$ cat src/rtl/timer_pkg.sv
// Shared definitions for the management-SoC down-counting timer:
// CSR address map and controller state encoding.
package timer_pkg;

  localparam logic [2:0] TMR_LOAD       = 3'd0;
  localparam logic [2:0] TMR_RELOAD     = 3'd1;
  localparam logic [2:0] TMR_EN         = 3'd2;
  localparam logic [2:0] TMR_UPDATE     = 3'd3;
  localparam logic [2:0] TMR_VALUE      = 3'd4;
  localparam logic [2:0] TMR_EV_STATUS  = 3'd5;
  localparam logic [2:0] TMR_EV_PENDING = 3'd6;
  localparam logic [2:0] TMR_EV_ENABLE  = 3'd7;

  typedef enum logic [1:0] {
    TMR_IDLE = 2'd0,
    TMR_RUN  = 2'd1,
    TMR_HOLD = 2'd2
  } tmr_state_e;

endpackage

$ cat src/rtl/timer_regs.sv
// Timer CSR block: register file, VALUE snapshot, sticky event pending
// with write-1-to-clear, and the registered read mux.
module timer_regs
  import timer_pkg::*;
#(
  parameter int WIDTH = 32
) (
  input  logic             core_clk,
  input  logic             core_rstn,
  input  logic             reg_we,
  input  logic             reg_re,
  input  logic [2:0]       reg_addr,
  input  logic [WIDTH-1:0] reg_wdata,
  input  logic [WIDTH-1:0] count,
  input  logic             zero_ev,
  output logic [WIDTH-1:0] reg_rdata,
  output logic [WIDTH-1:0] load,
  output logic [WIDTH-1:0] reload,
  output logic             en,
  output logic             ev_enable,
  output logic             ev_pending
);

  logic [WIDTH-1:0] value;
  logic [WIDTH-1:0] rd_mux;
  logic             pend_clr;

  assign pend_clr = reg_we && (reg_addr == TMR_EV_PENDING) && reg_wdata[0];

  always_comb begin
    rd_mux = '0;
    case (reg_addr)
      TMR_LOAD:       rd_mux = load;
      TMR_RELOAD:     rd_mux = reload;
      TMR_EN:         rd_mux[0] = en;
      TMR_VALUE:      rd_mux = value;
      TMR_EV_STATUS:  rd_mux[0] = (count == '0);
      TMR_EV_PENDING: rd_mux[0] = ev_pending;
      TMR_EV_ENABLE:  rd_mux[0] = ev_enable;
      default:        rd_mux = '0;
    endcase
  end

  always_ff @(posedge core_clk) begin
    if (!core_rstn) begin
      load       <= '0;
      reload     <= '0;
      en         <= 1'b0;
      value      <= '0;
      ev_enable  <= 1'b0;
      ev_pending <= 1'b0;
      reg_rdata  <= '0;
    end else begin
      if (reg_we) begin
        case (reg_addr)
          TMR_LOAD:      load      <= reg_wdata;
          TMR_RELOAD:    reload    <= reg_wdata;
          TMR_EN:        en        <= reg_wdata[0];
          TMR_UPDATE:    value     <= count;
          TMR_EV_ENABLE: ev_enable <= reg_wdata[0];
          default: ;
        endcase
      end
      // A zero event landing on the same edge as a clear must not be lost.
      if (zero_ev)       ev_pending <= 1'b1;
      else if (pend_clr) ev_pending <= 1'b0;
      if (reg_re) reg_rdata <= rd_mux;
    end
  end

endmodule

$ cat src/rtl/timer_sched_ctrl.sv
// Timer controller top: IDLE/RUN/HOLD sequencing of the 32-bit down
// counter, zero-event generation, and the interrupt level.
module timer_sched_ctrl
  import timer_pkg::*;
#(
  parameter int WIDTH = 32
) (
  input  logic             core_clk,
  input  logic             core_rstn,
  input  logic             reg_we,
  input  logic             reg_re,
  input  logic [2:0]       reg_addr,
  input  logic [WIDTH-1:0] reg_wdata,
  output logic [WIDTH-1:0] reg_rdata,
  output logic             irq,
  output logic             zero_pulse,
  output logic [WIDTH-1:0] count
);

  tmr_state_e       state;
  logic [WIDTH-1:0] load, reload;
  logic             en, ev_enable, ev_pending;
  logic [WIDTH-1:0] run_src;
  logic             stepping, zero_ev;

  timer_regs #(.WIDTH(WIDTH)) u_regs (
    .core_clk   (core_clk),
    .core_rstn  (core_rstn),
    .reg_we     (reg_we),
    .reg_re     (reg_re),
    .reg_addr   (reg_addr),
    .reg_wdata  (reg_wdata),
    .count      (count),
    .zero_ev    (zero_ev),
    .reg_rdata  (reg_rdata),
    .load       (load),
    .reload     (reload),
    .en         (en),
    .ev_enable  (ev_enable),
    .ev_pending (ev_pending)
  );

  // The enabling edge already counts, so IDLE steps straight from LOAD.
  assign run_src  = (state == TMR_IDLE) ? load : count;
  assign stepping = en && (state != TMR_HOLD);
  assign zero_ev  = stepping && (run_src == WIDTH'(1));
  assign irq      = ev_pending && ev_enable;

  always_ff @(posedge core_clk) begin
    if (!core_rstn) begin
      state      <= TMR_IDLE;
      count      <= '0;
      zero_pulse <= 1'b0;
    end else begin
      zero_pulse <= zero_ev;
      if (!en) begin
        state <= TMR_IDLE;
        count <= load;
      end else begin
        case (state)
          TMR_IDLE, TMR_RUN: begin
            state <= TMR_RUN;
            if (run_src > WIDTH'(1)) begin
              count <= run_src - WIDTH'(1);
            end else if (run_src == WIDTH'(1)) begin
              count <= '0;
              if (reload == '0) state <= TMR_HOLD;
            end else if (reload != '0) begin
              count <= reload;
            end else begin
              count <= '0;
              state <= TMR_HOLD;
            end
          end
          TMR_HOLD: count <= '0;
          default:  state <= TMR_IDLE;
        endcase
      end
    end
  end

endmodule

$ cat config.mk
export PLATFORM = sky130hd
export DESIGN_NAME = timer_sched_ctrl
export DESIGN_NICKNAME = d
export VERILOG_FILES = /design/src/rtl/timer_pkg.sv /design/src/rtl/timer_regs.sv /design/src/rtl/timer_sched_ctrl.sv
export SDC_FILE = /design/constraint.sdc
export NUM_CORES = 1
export LEC_CHECK = 0
export ABC_AREA = 1
export CORE_MARGIN = 3
export CORE_UTILIZATION = 41
export DETAILED_ROUTE_END_ITERATION = 8
export GPL_ROUTABILITY_DRIVEN = 0
export GPL_TIMING_DRIVEN = 0
export PLACE_DENSITY_LB_ADDON = 0.2
export SLEW_MARGIN = 10
export SYNTH_ARGS = -nofsm -noshare
export SYNTH_HDL_FRONTEND = slang
export SYNTH_SLANG_ARGS = --single-unit
$ cat constraint.sdc
create_clock -name core_clk -period 2.4 [get_ports core_clk]
set_input_delay 0.48 -clock core_clk [delete_from_list [all_inputs] [get_ports core_clk]]
set_output_delay 0.48 -clock core_clk [all_outputs]
set_load 0.01 [all_outputs]
==> impl_metrics.ini <==
[status]
outcome = finished, violations left
violations = setup timing

[detailed_routing]
viasPerCell = 5.68
firstDrtPassIters = 7
post_drt_wl_per_cell_um = 20.4
drtAntennaViolNets = 0
drc_errors = 0
dr.first_iter.drc_count = 1320
routed_wl_um = 36700
via_count = 10205

[cells_and_area]
drive_gt1_frac = 0.164
layout_commonest_cell = nand2_1
fillers = 1991
syn2layout_area_growth_pct = 35.0
antenna-diode-count = 0
fin_nets = 1553
layout_common_cells = nand2_1, dfxtp_1, a21oi_1, nor2_1, inv_1
regArea_um2 = 3320
multi_input_area_um2 = 4970

[critical_path]
cp.arrival_ns = 2.82
cp-start-kind = register
r2r_cells = 16
startpoint = state[1]$_SDFFE_PN0N_
crit_chain = buf_8 -> nor2_8 -> buf_4 -> buf_8 -> nand2_1 -> nand2_1 -> nand2_1 -> nor2_2 -> nand2_2 -> nor2_4 -> nand2_8 -> nand2_8 -> clkbuf_16 -> nand2_4 -> nand3_2 -> a21oi_1
critPathBufInv = 4
cp_slowest_cell = dfxtp_2
reg2reg_from = state[1]$_SDFFE_PN0N_
reg2reg_to = count[23]$_SDFFE_PN0P_
critPathCaptureType = register
cp.depth = 16
max_stage_delay_ns = 0.33
crit_fanout = 8
rrSetupSlack_ns = -0.13
crit_top_cell = nand2_1
crit_type = register to register
endpoint = count[23]$_SDFFE_PN0P_
cp_data_required_time_ns = 2.69
crit_family = simple AND/OR/NAND/NOR gates

[cts]
root_buffer = clkbuf_16
cts_buffers = 17
clkTransAtPathRegs_ns = 0.07
cts_hold_buf = 0
htreeDepth = 4
cts_buffer_depth = 2
cts.sinks = 166
clock_latency_ns = 0.44
cts_tree = built

[die]
die_w_um = 152
boundaryPins = 105
rows = 52
fp.dieArea_um2 = 23000
die_y_um = 152
start_util = 0.423
design.core.area_um2 = 20600

[global_routing]
antenna_found_initial = 0
grt_max_degree = 17
grt_usage = 0.302
grt_first_pass_wirelength_um = 52100
grt_remaining_overflow = 0
grt_pass1_vias = 8887

[power]
power_w = 0.00744
powerDensity_nw_per_um2 = 633
ir_worst_vdd_mv = 0.529
p_leak_nw = 4.67

[sta]
rsz0062_at_grt = yes
finClkSkew_ns = 0.0102
final_hold_viol_count = 0
finalWorstSetupSlack_ns = -0.127
setup_tns_ns = -2.67
fin_crit_sh = 1.05
relSlewSlack = 0.377
worst_pin_slew_ns = 0.934
fmax_mhz = 396
setup_viol = 32
final.min_clock_period_ns = 2.53
drv_slew = 0

[synthesis]
seq_area_frac_synth = 0.382
synth_cell_type_count = 33
synth.avg_cell_area_um2 = 6.41
ys_ff_latch = 166
ys_warn_count = 0
synthesis.area_um2 = 8700
synthCells = 1358
syn_nets = 1397

[hold_path]
hold_class = register to register

[placed_design]
port_buffers = 103
dpl.hpwl_um = 25800

[job]
cap_violations = 0
[kinds of logic (layout without fill, tap and decap cells)]
logic type      count (synthesis)  in the layout  share of synthesized area
simple gates                  624            625                      0.297
compound gates                336            336                      0.206
buf+inv                       230            398                      0.114
flops                         166            166                      0.382
xor+xnor                        2              2                    0.00201
[sequential cells by signal (all words and copies together) (netlist names)]
signal	count
count	32
state	2
u_regs.en	1
u_regs.ev_enable	1
u_regs.ev_pending	1
u_regs.load	32
u_regs.reg_rdata	32
u_regs.reload	32
u_regs.value	32
zero_pulse	1
[cells in the mapped netlist]
cell type,number,area (um^2)
a21oi_1,175,876
a31o_2,1,8.76
buf_1,2,7.51
buf_2,5,25.0
buf_4,1,7.51
buf_6,15,169
clkbuf_1,56,210
clkinv_1,2,7.51
dfxtp_1,166,3320
inv_1,146,548
inv_2,2,7.51
inv_4,1,6.26
nand2_1,354,1330
nand2_2,12,75.1
nand2_4,2,22.5
nand3_1,61,305
nand4_1,10,62.6
nor2_1,160,601
nor2_2,7,43.8
nor2_4,4,45.0
nor2_8,1,20.0
nor3_1,2,10.0
nor4_1,10,62.6
o211ai_1,1,7.51
o21ai_0,120,601
o21ai_1,4,20.0
o21bai_1,1,7.51
o221a_2,1,11.3
o221ai_1,19,166
o22ai_1,13,81.3
o311a_1,1,10.0
or2_2,1,6.26
xor2_1,2,17.5
[layer usage]
metal / vias up / GRT usage / part of all wire / wire length, um
met3: 131 / 0.0750 / 0.11 / 4190
met5: - / 0 / 0 / 0
met2: 657 / 0.457 / 0.43 / 15800
met1: 4701 / 0.421 / 0.41 / 15100
li1: 4716 / - / - / -
met4: 0 / 0.103 / 0.044 / 1620
[layout make-up]
type	count	area share
Inverter	151	0.0485
Timing Repair Buffer	136	0.121
Clock inverter	14	0.0142
Clock buffer	18	0.0374
Multi-Input combinational cell	963	0.423
Tap cell	270	0.0288
Sequential cell	166	0.283
Buffer	79	0.0441
[per-stage QoR]
stage | util | std cells | area (um^2) | worst slack (ns) | hold slack [ns]
after global placement | 0.490 | 1731 | 10100 | -0.620 | 0.440
after floorplan | - | 1358 | 8700 | 0.480 | 0.429
after CTS | 0.520 | 1764 | 10700 | 0.000572 | 0.457
after detailed placement | 0.490 | 1731 | 10100 | -0.641 | 0.446
final | 0.571 | 1797 | 11700 | -0.127 | 0.454
after global routing | 0.571 | 1797 | 11700 | -0.228 | 0.469
[repair_timing]
action,in CTS,in global routing
pin swaps,1,44
gates resized for setup,7,192
gates cloned,0,8
buffers inserted,1,25
endpoints found under the setup margin,39,75
[worst min path at each step]
stage / start / to / slack [ns] / depth (start not counted)
floorplan: u_regs.value[14]$_SDFFE_PN0P_ / u_regs.value[14]$_SDFFE_PN0P_ / 0.43 / 2
global placement: u_regs.value[4]$_SDFFE_PN0P_ / u_regs.value[4]$_SDFFE_PN0P_ / 0.44 / 2
detailed placement: u_regs.value[7]$_SDFFE_PN0P_ / u_regs.value[7]$_SDFFE_PN0P_ / 0.45 / 2
CTS: u_regs.value[7]$_SDFFE_PN0P_ / u_regs.value[7]$_SDFFE_PN0P_ / 0.46 / 2
global route: u_regs.value[7]$_SDFFE_PN0P_ / u_regs.value[7]$_SDFFE_PN0P_ / 0.47 / 2
finish: u_regs.value[3]$_SDFFE_PN0P_ / u_regs.value[3]$_SDFFE_PN0P_ / 0.45 / 2
[worst reg2reg max path: stages, from the launching register on]
cell,delay [ns]
dfxtp_2,0.33
buf_8,0.14
nor2_8,0.18
buf_4,0.15
buf_8,0.11
nand2_1,0.06
nand2_1,0.11
nand2_1,0.11
nor2_2,0.21
nand2_2,0.13
nor2_4,0.18
nand2_8,0.14
nand2_8,0.16
clkbuf_16,0.18
nand2_4,0.05
nand3_2,0.06
a21oi_1,0.06
[where the power goes]
group / internal, W / leakage [nW] / total [W] / switching (W)
registers: 0.00283 / 1.35 / 0.00289 / 0.0000614
clock network: 0.00160 / 0.294 / 0.00290 / 0.00130
logic: 0.000592 / 3.03 / 0.00164 / 0.00105
Power figures use the tool's default switching activity.
